===== src/rtl/pipe_hazard_ctrl.sv =====
// Pipeline stall/flush/freeze sequencer: RAW hazard bubbles, branch flush, data-memory freeze.
// Optional stall performance counter enabled by defining STALL_CNT_EN.
`ifndef REG_FILE_DEPTH
`define REG_FILE_DEPTH 4
`endif

module pipe_hazard_ctrl #(
  parameter int MEM_WAIT_CYCLES = 4,
  parameter int STALL_CNT_WIDTH = 16
) (
  input  logic                       clk,
  input  logic                       rst,
  input  logic [`REG_FILE_DEPTH-1:0] id_src1,
  input  logic [`REG_FILE_DEPTH-1:0] id_src2,
  input  logic                       id_two_src,
  input  logic                       id_valid,
  input  logic [`REG_FILE_DEPTH-1:0] ex_dst,
  input  logic [`REG_FILE_DEPTH-1:0] mem_dst,
  input  logic                       ex_wb_en,
  input  logic                       mem_wb_en,
  input  logic                       ex_branch,
  input  logic                       mem_req,
  input  logic                       stall_cnt_clr,
  output logic                       pc_stall,
  output logic                       if_flush,
  output logic                       id_flush,
  output logic                       freeze,
  output logic                       mem_ready,
  output logic [STALL_CNT_WIDTH-1:0] stall_count
);

  localparam int CNT_W = $clog2(MEM_WAIT_CYCLES) + 1;
  localparam logic [CNT_W-1:0] CNT_LOAD =
    (MEM_WAIT_CYCLES >= 2) ? CNT_W'(MEM_WAIT_CYCLES - 2) : {CNT_W{1'b0}};

  typedef enum logic [1:0] {
    ST_RUN  = 2'd0,
    ST_WAIT = 2'd1,
    ST_DONE = 2'd2
  } state_t;

  state_t           state_r, state_nxt_s;
  logic [CNT_W-1:0] cnt_r, cnt_nxt_s;
  logic             hazard_s;
  logic             freeze_s, mem_ready_s;
  logic             pc_stall_s, if_flush_s, id_flush_s;

  // RAW hazard detection against EX and MEM destinations (no forwarding)
  always_comb begin
    hazard_s = (id_valid &
                ((ex_wb_en & (id_src1 == ex_dst)) | (mem_wb_en & (id_src1 == mem_dst)))) |
               (id_two_src &
                ((ex_wb_en & (id_src2 == ex_dst)) | (mem_wb_en & (id_src2 == mem_dst))));
  end

  // Memory-wait FSM next-state and freeze/ready decode
  always_comb begin
    state_nxt_s = state_r;
    cnt_nxt_s   = cnt_r;
    freeze_s    = 1'b0;
    mem_ready_s = 1'b0;
    case (state_r)
      ST_RUN: begin
        if (mem_req) begin
          freeze_s = 1'b1;
          if (MEM_WAIT_CYCLES == 1) begin
            state_nxt_s = ST_DONE;
          end else begin
            state_nxt_s = ST_WAIT;
            cnt_nxt_s   = CNT_LOAD;
          end
        end else begin
          state_nxt_s = ST_RUN;
        end
      end
      ST_WAIT: begin
        freeze_s = 1'b1;
        if (cnt_r == {CNT_W{1'b0}}) begin
          state_nxt_s = ST_DONE;
        end else begin
          cnt_nxt_s = cnt_r - CNT_W'(1'b1);
        end
      end
      // mem_req here still belongs to the access just completed
      ST_DONE: begin
        mem_ready_s = 1'b1;
        state_nxt_s = ST_RUN;
      end
      default: begin
        state_nxt_s = ST_RUN;
        cnt_nxt_s   = {CNT_W{1'b0}};
      end
    endcase
  end

  // Stall/flush priority: freeze > branch > hazard
  always_comb begin
    pc_stall_s = 1'b0;
    if_flush_s = 1'b0;
    id_flush_s = 1'b0;
    if (freeze_s) begin
      pc_stall_s = 1'b0;
    end else if (ex_branch) begin
      if_flush_s = 1'b1;
      id_flush_s = 1'b1;
    end else if (hazard_s) begin
      pc_stall_s = 1'b1;
      id_flush_s = 1'b1;
    end else begin
      pc_stall_s = 1'b0;
    end
  end

  // FSM state and wait counter registers
  always_ff @(posedge clk or posedge rst) begin
    if (rst) begin
      state_r <= ST_RUN;
      cnt_r   <= {CNT_W{1'b0}};
    end else begin
      state_r <= state_nxt_s;
      cnt_r   <= cnt_nxt_s;
    end
  end

`ifdef STALL_CNT_EN
  logic [STALL_CNT_WIDTH-1:0] stall_cnt_r;

  // Saturating count of cycles lost to freeze or stall; clear wins
  always_ff @(posedge clk or posedge rst) begin
    if (rst) begin
      stall_cnt_r <= {STALL_CNT_WIDTH{1'b0}};
    end else if (stall_cnt_clr) begin
      stall_cnt_r <= {STALL_CNT_WIDTH{1'b0}};
    end else if ((freeze_s | pc_stall_s) && !(&stall_cnt_r)) begin
      stall_cnt_r <= stall_cnt_r + STALL_CNT_WIDTH'(1'b1);
    end else begin
      stall_cnt_r <= stall_cnt_r;
    end
  end

  assign stall_count = stall_cnt_r;
`else
  logic unused_clr_s;
  assign unused_clr_s = stall_cnt_clr;
  assign stall_count  = {STALL_CNT_WIDTH{1'b0}};
`endif

  assign pc_stall  = pc_stall_s;
  assign if_flush  = if_flush_s;
  assign id_flush  = id_flush_s;
  assign freeze    = freeze_s;
  assign mem_ready = mem_ready_s;

endmodule


===== config.mk =====
export PLATFORM = sky130hd
export DESIGN_NAME = pipe_hazard_ctrl
export DESIGN_NICKNAME = d
export VERILOG_FILES = /design/src/rtl/pipe_hazard_ctrl.sv
export SDC_FILE = /design/constraint.sdc
export NUM_CORES = 1
export LEC_CHECK = 0
export CAP_MARGIN = 40
export CORE_ASPECT_RATIO = 0.8
export CORE_MARGIN = 1
export CORE_UTILIZATION = 33
export DETAILED_ROUTE_END_ITERATION = 10
export GPL_TIMING_DRIVEN = 0
export PLACE_DENSITY_LB_ADDON = 0.12
export SETUP_SLACK_MARGIN = 0.4
export SLEW_MARGIN = 20
export SYNTH_ARGS = -nofsm -noshare
export SYNTH_HDL_FRONTEND = slang
export SYNTH_SLANG_ARGS = --single-unit

===== constraint.sdc =====
create_clock -name clk -period 1.8 [get_ports clk]
set_input_delay 0.18 -clock clk [delete_from_list [all_inputs] [get_ports clk]]
set_output_delay 0.18 -clock clk [all_outputs]
set_load 0.02 [all_outputs]

* After elaboration in Yosys (flattened, before gate mapping)
Index checks and enable logic that the tools add are counted.
** Word-level totals
- Register bits after elaboration :: 5
- Input bits :: 25
- Logic and storage cells :: 41
** Cells by class
- Add/subtract/negate cells :: 1
- Eq/ne operators :: 9
- Mux-type cells :: 16
- Bitwise gates (word level) :: 10
- Reductions and logical operators :: 3
** Operator list (count)
- $eq 4x4->1 :: 4
- $mux 1 :: 10
- $pmux 3 s3 :: 1
- $and 1x1->1 :: 6
- $mux 3 :: 2
- $ne 2x2->1 const B :: 3
- $pmux 2 s2 :: 1
- $logic_not 3->1 :: 1
- $or 1x1->1 :: 3
- $reduce_and 3->1 :: 1
- $sub 3x1->3 const B :: 1
- $eq 2x1->1 const B :: 1
- $eq 2x2->1 const B :: 1
- $logic_not 2->1 :: 1
- $mux 2 :: 1
- $pmux 1 s2 :: 1
- $not 1->1 :: 1

* Logic depth before layout (Yosys ltp)
Gate-level depths: netlist of the first run.
- Depth after elaboration :: 8
- Mapped depth :: 6
- Gate-level depth less buffers :: 6

* Worst setup path after synthesis of the first run
No wires, ideal clock.
- Path kind :: reg2out
- Start point :: reg state_r[0]
- End point :: out pc_stall
- Arrival :: 1.325 ns
- Required time :: 1.620 ns
- Path slack :: 0.295 ns
- Stages on the path, launching flop included :: 4
- Buffers on the path :: 0
- Path through :: dfrtp_1 > o21ai_0 > inv_1 > nor3_1
** Between the ends
- Word-level cells in the longest chain between the ends :: 3
** RTL lines
- start: declaration :: RTL line 42 : state_t state_r, state_nxt_s;
- start signal: assignment :: RTL line 120 : state_r <= state_nxt_s;
- $eq 2x1->1 / $logic_not 2->1 (equally long branches) :: RTL line 62 : case (state_r)
- $pmux 1 s2 (*) :: RTL line 62
- via freeze :: RTL line 27 : output logic freeze,
- $mux 1 (*) :: RTL line 101 : if (freeze_s) begin
- end: declaration :: RTL line 24 : output logic pc_stall,
The timed path passes the listed nets; every way through them passes the cells marked *.

* Final worst setup path of the first run
- Start point :: in id_src2[0]
- End point :: out id_flush
** Between the ends
- Word-level cells in the longest chain between the ends :: 8
** RTL lines
- start: declaration :: RTL line 14 : input logic [`REG_FILE_DEPTH-1:0] id_src2,
- $eq 4x4->1 :: RTL line 53 : ((ex_wb_en & (id_src2 == ex_dst)) | (mem_wb_en & (id_src2 == mem_dst))));
- $and 1x1->1 :: RTL line 53
- $or 1x1->1 (*) :: RTL line 53
- $and 1x1->1 (*) :: RTL line 52 : (id_two_src &
- $or 1x1->1 (*) :: RTL line 51 : ((ex_wb_en & (id_src1 == ex_dst)) | (mem_wb_en & (id_src1 == mem_dst)))) |
- $mux 1 (*) :: RTL line 106 : end else if (hazard_s) begin
- $mux 1 (*) :: RTL line 103 : end else if (ex_branch) begin
- $mux 1 (*) :: RTL line 101
- end: declaration :: RTL line 26 : output logic id_flush,
Mark *: on every way between the ends. The rest lies on a longest branch, timed or not.

==> results.py, run 1 <==
metrics = {
    "status": {
        "status": "finished clean",
    },
    "clocking": {
        "clkSlewWorstSetupHoldPaths_ps": 40,
        "cts-root-buf": "clkbuf_4",
        "cts_tree": "done",
        "cts_sinks": 5,
        "cts_buffers": 3,
        "clk_latency_ps": 240,
        "h-tree-depth": 1,
        "cts.path.max_buffers": 2,
    },
    "power_and_ir_drop": {
        "p_sw_w": 0.0004461,
        "power_density_mw_per_mm2": 997.6,
        "power.internal_w": 0.0005787,
        "power_frac_comb_pct": 67.3,
        "swShare_pct": 43.53,
        "p_total_w": 0.001025,
        "irDropWorstVdd_uv": 452.3,
        "p_clk_share_pct": 12.6,
        "pwr-share-seq_pct": 20.0,
        "power_leakage_nw": 0.5492,
    },
    "global_route": {
        "grt_max_degree": 8,
        "first_global_vias": 520,
        "overflow": 0,
        "grt_use_total_pct": 15.26,
        "grt_pass1_wl_um": 2187,
        "antenna_found_initial": 0,
    },
    "sta": {
        "skew_ps": 1.424,
        "fin_setup_tns_ps": 0,
        "period_minus_slack_ps": 1422,
        "rsz0062_at_grt": "true",
        "slew_violations": 0,
        "hold_violations": 0,
        "holdWs_ps": 123.6,
        "fin_crit_sh_pct": 79.03,
        "max_freq_mhz": 703.0,
        "setup_violations": 0,
    },
    "critical_path": {
        "start_kind": "primary input",
        "cp-end-kind": "output pin",
        "r2r_cells": 6,
        "cp.arrival_ps": 1240,
        "reg2reg_from": "cnt_r[1]$_DFFE_PP0P_",
        "crit_buf_inv": 2,
        "crit_chain": "buf_2 -> xor2_1 -> nor3_2 -> nand4_1 -> and4_4 -> a21oi_4 -> buf_6",
        "slowest_stage": "and4_4",
        "cp_max_fo": 2,
        "worstReg2RegEnd": "cnt_r[1]$_DFFE_PP0P_",
        "critical_path_class": "primary input to output pin",
        "crit_family": "simple AND/OR/NAND/NOR gates",
        "crit_required_ps": 1620,
        "cp_slowest_stage_delay_ps": 200,
        "reg2reg_slack_ps": 440,
    },
    "synth": {
        "synth_area_um2": 601.8,
        "ys_seq_area_share_pct": 20.79,
        "synth.distinct_cells": 20,
        "yosys_warnings": 0,
        "ys_ff_latch": 5,
        "synth.avg_cell_area_um2": 8.133,
        "syn_inst": 74,
    },
    "route": {
        "drt-initial-drc-count": 2,
        "totalWireLength_um": 1580,
        "num_vias": 612,
        "antenna_left": 0,
        "via_per_inst": 4.192,
        "firstDrtPassIters": 4,
        "routedWlPerCell_um": 10.82,
        "drc_errors": 0,
    },
    "finish": {
        "fill_cells": 159,
        "mostFrequentLayoutCells": "20 x buf_4, 16 x conb_1, 11 x xor2_1, 11 x buf_2, 6 x buf_6",
        "final_common_cell": "buf_4",
        "area_growth_pct": 70.69,
        "nets": 152,
        "layout-drive-gt1-share_pct": 41.94,
        "insertedDiodeCount": 0,
    },
    "die": {
        "row_count": 13,
        "die_area_mm2": 0.002000,
        "num_io_pins": 46,
        "start_util_pct": 36.27,
        "die_h_um": 40.20,
        "core_area_mm2": 0.001659,
        "fp.dieW_um": 49.75,
    },
    "placement": {
        "hpwl_um": 1187,
        "place.gp.congestion": 0.6835,
        "io_buffer_count": 28,
    },
    "job": {
        "drv_cap": 0,
    },
    "min_path": {
        "hold_path.class": "primary input to asynchronous set/reset pin",
    },
}
## registers in the layout, indices dropped and copies added (netlist names)
signal,count
state_r,2
cnt_r,3
## per-layer routing
layer	track usage, %	vias up	share of wire, %
li1	-	311	-
met5	0	-	0
met3	4.924	4	7.5
met1	15.11	268	40
met4	7.857	0	2.4
met2	30.07	29	50
## metrics by stage
step	std cells	utilization, %	area [µm²]	setup WS (ps)
2_1_floorplan	89	-	663.1	435.6
3_3_place_gp	139	58.52	970.9	-495.3
3_5_place_dp	139	58.52	970.9	-545.1
4_1_cts	145	57.77	958.4	326.4
5_1_grt	146	61.92	1027	335.8
6_report	146	61.92	1027	377.5
## logic make-up after synthesis
family	synth area share, %
buffers and inverters	24.33
XOR/XNOR	24.74
AND/OR/NAND/NOR	14.34
AO/OA/AOI/OAI	9.357
flip-flops	20.79
adder cells (fa/ha/maj)	4.157
other	0.6231
multiplexers	1.663
## final cells by class
| class | count | area [µm²] | share of cell area (%) |
|---|---|---|---|
| multi-input cells | 61 | 446.7 | 43.48 |
| inverters | 7 | 26.28 | 2.558 |
| flip-flops and latches | 5 | 125.1 | 12.18 |
| repair buffers | 31 | 255.2 | 24.85 |
| plain buffers | 16 | 120.1 | 11.69 |
| clock buffers | 4 | 26.28 | 2.558 |
| well taps | 22 | 27.53 | 2.680 |
## synth_stat cells
library cell	number	area [µm²]
a21boi_0	1	7.510
a21oi_1	3	15.01
a22o_1	2	17.52
and2_1	1	6.260
and4_1	1	8.760
buf_4	16	120.1
conb_1	1	3.750
dfrtp_1	5	125.1
ha_1	2	25.02
inv_1	7	26.28
mux2i_1	1	10.01
nand2_1	1	3.750
nand4_1	4	25.02
nor2_1	3	11.26
nor2b_1	1	6.260
nor3_1	5	25.02
o21ai_0	2	10.01
o22ai_1	1	6.260
xnor2_1	5	43.79
xor2_1	12	105.1
## worst max-delay path by stage
stage               cells past startpoint        to                    from  slack [ps]
finish                                  7  id_flush              id_src2[0]         380
global placement                        7  id_flush              mem_dst[0]        -500
detailed placement                      7  id_flush              mem_dst[0]        -550
floorplan                               3  id_flush  state_r[0]$_DFFE_PP0P_         440
CTS                                     7  pc_stall              mem_dst[2]         330
global route                            7  id_flush              mem_dst[2]         340
## timing repair
action,in CTS,in global routing
setup buffers,2,1
endpoints found under the hold margin,0,0
pin swaps,14,11
resized for setup,87,14
hold buffers,0,0
setup endpoints to repair,6,6
## power groups by stage
stage	registers [W]	clock network, W	logic, W
after CTS	0.000200	0.000130	0.000590
after global placement	0.000211	0	0.000549
after detailed placement	0.000213	0	0.000561
final	0.000205	0.000129	0.000690
after global routing	0.000208	0.000140	0.000753
after floorplan	0.000205	0	0.000376
## worst register-to-register path, delay by kind of cell (launching register included)
kind                       cells  cell delay (ps)
adders and majority gates      2              370
DFF                            1              350
muxes                          1              200
AOI/OAI and AO/OA              1              150
buffers and inverters          1              100
and+or+nand+nor                1               50
No activity file was read; power rests on OpenSTA's default activity.
==> inputs of run 2 (changes only) <==
==> constraint.sdc (replaced) <==
create_clock -name clk -period 1.4 [get_ports clk]
set_input_delay 0.14 -clock clk [delete_from_list [all_inputs] [get_ports clk]]
set_output_delay 0.14 -clock clk [all_outputs]
set_load 0.02 [all_outputs]
==> run 2 against run 1 <==
Critical path depth fell by 2. Clock power grew 30%. Global-route usage rose by 1.4 points. Critical path type unchanged. First-iteration DRC count grew to 5.0 times the previous value. Routed wire length up 21%. Non-clock buffer count up 8. Count of clock-buffer cells in the layout did not move. Sequential power rose by 42%. Critical endpoint is now pc_stall. Die area unchanged. Highest routed layer unchanged.
==> results.py, run 2 (synthesized netlist as in run 1, its figures left out) <==
metrics = {
    "finish": {
        "fill_cells": 130,
        "nets": 160,
        "ff_latch_area_um2": 127.6,
        "final_util_pct": 72.02,
        "top_regs": "cnt_r (3), state_r (2)",
        "layout-drive-gt1-share_pct": 53.03,
        "area_growth_pct": 98.55,
        "largest_reg_flops": 3,
        "top_register": "cnt_r",
        "multi_input_area_um2": 495.5,
        "insertedDiodeCount": 0,
        "mostFrequentLayoutCells": "20 x buf_4, 18 x buf_6, 16 x conb_1",
        "final_common_cell": "buf_4",
    },
    "clocking": {
        "cts-root-buf": "clkbuf_4",
        "h-tree-depth": 1,
        "cts.path.max_buffers": 2,
        "cts_buffers": 3,
        "cts_sinks": 5,
        "cts_hold_buf": 0,
        "clk_latency_ps": 240,
        "cts_tree": "done",
        "clkSlewWorstSetupHoldPaths_ps": 40,
    },
    "placement": {
        "hpwl_um": 1297,
        "dp_slack_ps": -804.5,
        "place.gp.congestion": 0.7814,
        "io_buffer_count": 28,
    },
    "sta": {
        "fin_crit_sh_pct": 99.74,
        "slew_violations": 0,
        "hold_violations": 0,
        "setup_violations": 0,
        "fin_setup_tns_ps": 0,
        "max_freq_mhz": 716.2,
        "setup_ws_ps": 3.651,
        "skew_ps": 2.829,
        "rsz0062_at_grt": "true",
        "period_minus_slack_ps": 1396,
    },
    "route": {
        "routedWlPerCell_um": 12.38,
        "totalWireLength_um": 1906,
        "drt-initial-drc-count": 10,
        "via_per_inst": 4.305,
        "antenna_left": 0,
        "drc_errors": 0,
        "num_vias": 663,
        "firstDrtPassIters": 3,
    },
    "power_and_ir_drop": {
        "power_leakage_nw": 0.6118,
        "power_frac_comb_pct": 75.8,
        "swShare_pct": 40.94,
        "pwr-share-seq_pct": 15.3,
        "irDropWorstVdd_uv": 1005,
        "p_sw_w": 0.0007770,
        "power_density_mw_per_mm2": 1588,
        "p_clk_share_pct": 8.8,
        "power.internal_w": 0.001121,
    },
    "critical_path": {
        "critical_path_class": "primary input to output pin",
        "r2r_cells": 6,
        "cp_slowest_stage_delay_ps": 500,
        "crit_family": "buffers and inverters",
        "cp.arrival_ps": 1260,
        "crit_chain": "clkdlybuf4s50_1 -> nand4_1 -> and4_4 -> nor3_4 -> buf_6",
        "reg2reg_from": "cnt_r[1]$_DFFE_PP0P_",
        "crit_buf_inv": 2,
        "crit_required_ps": 1260,
        "slowest_stage": "clkdlybuf4s50_1",
        "worstReg2RegEnd": "cnt_r[2]$_DFFE_PP0P_",
        "reg2reg_slack_ps": 150,
        "cp_max_fo": 2,
        "start_kind": "primary input",
        "cp-end-kind": "output pin",
    },
    "global_route": {
        "antenna_found_initial": 0,
        "grt_use_total_pct": 16.65,
        "first_global_vias": 551,
        "overflow": 0,
        "grt_pass1_wl_um": 2408,
        "grt_max_degree": 8,
    },
    "status": {
        "status": "finished clean",
    },
    "die": {
        "core_area_mm2": 0.001659,
        "num_io_pins": 46,
        "fp.dieW_um": 49.75,
        "die_area_mm2": 0.002000,
        "start_util_pct": 36.27,
        "row_count": 13,
        "die_h_um": 40.20,
    },
    "job": {
        "drv_cap": 0,
    },
    "min_path": {
        "hold_path.class": "primary input to asynchronous set/reset pin",
    },
}
run 2: changes by cell type in the layout (fill, tap and decap cells not counted), moves of 3 or more:
cell / before / now
dlygate4sd2_1: 4 / 1
nor2_4: 0 / 3
nor3_1: 1 / 4
buf_2: 11 / 8
nor2_1: 3 / 0
buf_6: 6 / 18
nor3_2: 4 / 0
run 2: through the flow:
| stage | total power (W) | cells | hold slack (ps) | cell area, µm² |
|---|---|---|---|---|
| 6_report | 0.001898 | 154 | 94.60 | 1195 |
| 5_1_grt | 0.002001 | 154 | 111.1 | 1195 |
| 4_1_cts | 0.001519 | 150 | 89.28 | 1077 |
| 3_5_place_dp | 0.001109 | 139 | 352.8 | 1017 |
| 3_3_place_gp | 0.001097 | 139 | 340.9 | 1017 |
| 2_1_floorplan | 0.0008510 | 89 | -81.48 | 709.4 |
run 2: worst reg2reg max path, stage by stage (launching register included):
cell and delay [ps]:
dfrtp_1 340, inv_2 50, ha_2 190, ha_4 200, nand2_2 80, o21ai_2 60
a22o_1 230
run 2: timing repair:
action / CTS / global route
gates resized for setup: 101 / 23
endpoints found under the setup margin: 10 / 10
pin swaps: 14 / 13
buffers inserted: 7 / 4
run 2: worst max path at each step:
stage | from | endpoint | slack, ps | cells past startpoint
floorplan | cnt_r[0]$_DFFE_PP0P_ | cnt_r[2]$_DFFE_PP0P_ | 220 | 5
global placement | id_src1[2] | pc_stall | -730 | 7
detailed placement | ex_dst[2] | pc_stall | -800 | 7
CTS | mem_dst[0] | pc_stall | 9 | 7
global route | mem_wb_en | pc_stall | -10 | 5
finish | mem_wb_en | pc_stall | 4 | 5
run 2: cell type report:
class,instances,area share (%)
Sequential cell,5,10.68
Clock buffer,4,2.199
Multi-Input combinational cell,61,41.47
Inverter,7,2.618
Tap cell,22,2.304
Buffer,16,10.05
Timing Repair Buffer,39,30.68
run 2: metal layers:
layer | track usage [%] | share of wire (%) | up-vias
li1 | - | - | 330
met2 | 29.39 | 52 | 34
met1 | 20.58 | 41 | 297
met3 | 3.409 | 6.7 | 2
met5 | 0 | 0 | -
met4 | 6.429 | 0.42 | 0
run 2: power groups by stage:
| stage | logic [W] | clock network [W] | registers [W] |
|---|---|---|---|
| 2_1_floorplan | 0.000584 | 0 | 0.000267 |
| 3_3_place_gp | 0.000820 | 0 | 0.000277 |
| 3_5_place_dp | 0.000829 | 0 | 0.000280 |
| 4_1_cts | 0.00107 | 0.000175 | 0.000272 |
| 5_1_grt | 0.00152 | 0.000181 | 0.000298 |
| 6_report | 0.00144 | 0.000168 | 0.000291 |
==> inputs of run 3 (changes only) <==
--- a/config.mk
+++ b/config.mk
@@ -13,7 +13,6 @@
 export GPL_TIMING_DRIVEN = 0
 export PLACE_DENSITY_LB_ADDON = 0.12
 export SETUP_SLACK_MARGIN = 0.4
-export SLEW_MARGIN = 20
 export SYNTH_ARGS = -nofsm -noshare
 export SYNTH_HDL_FRONTEND = slang
 export SYNTH_SLANG_ARGS = --single-unit
==> results of run 3 <==
No change in the layout: final DEF, timing and power equal those of run 2.
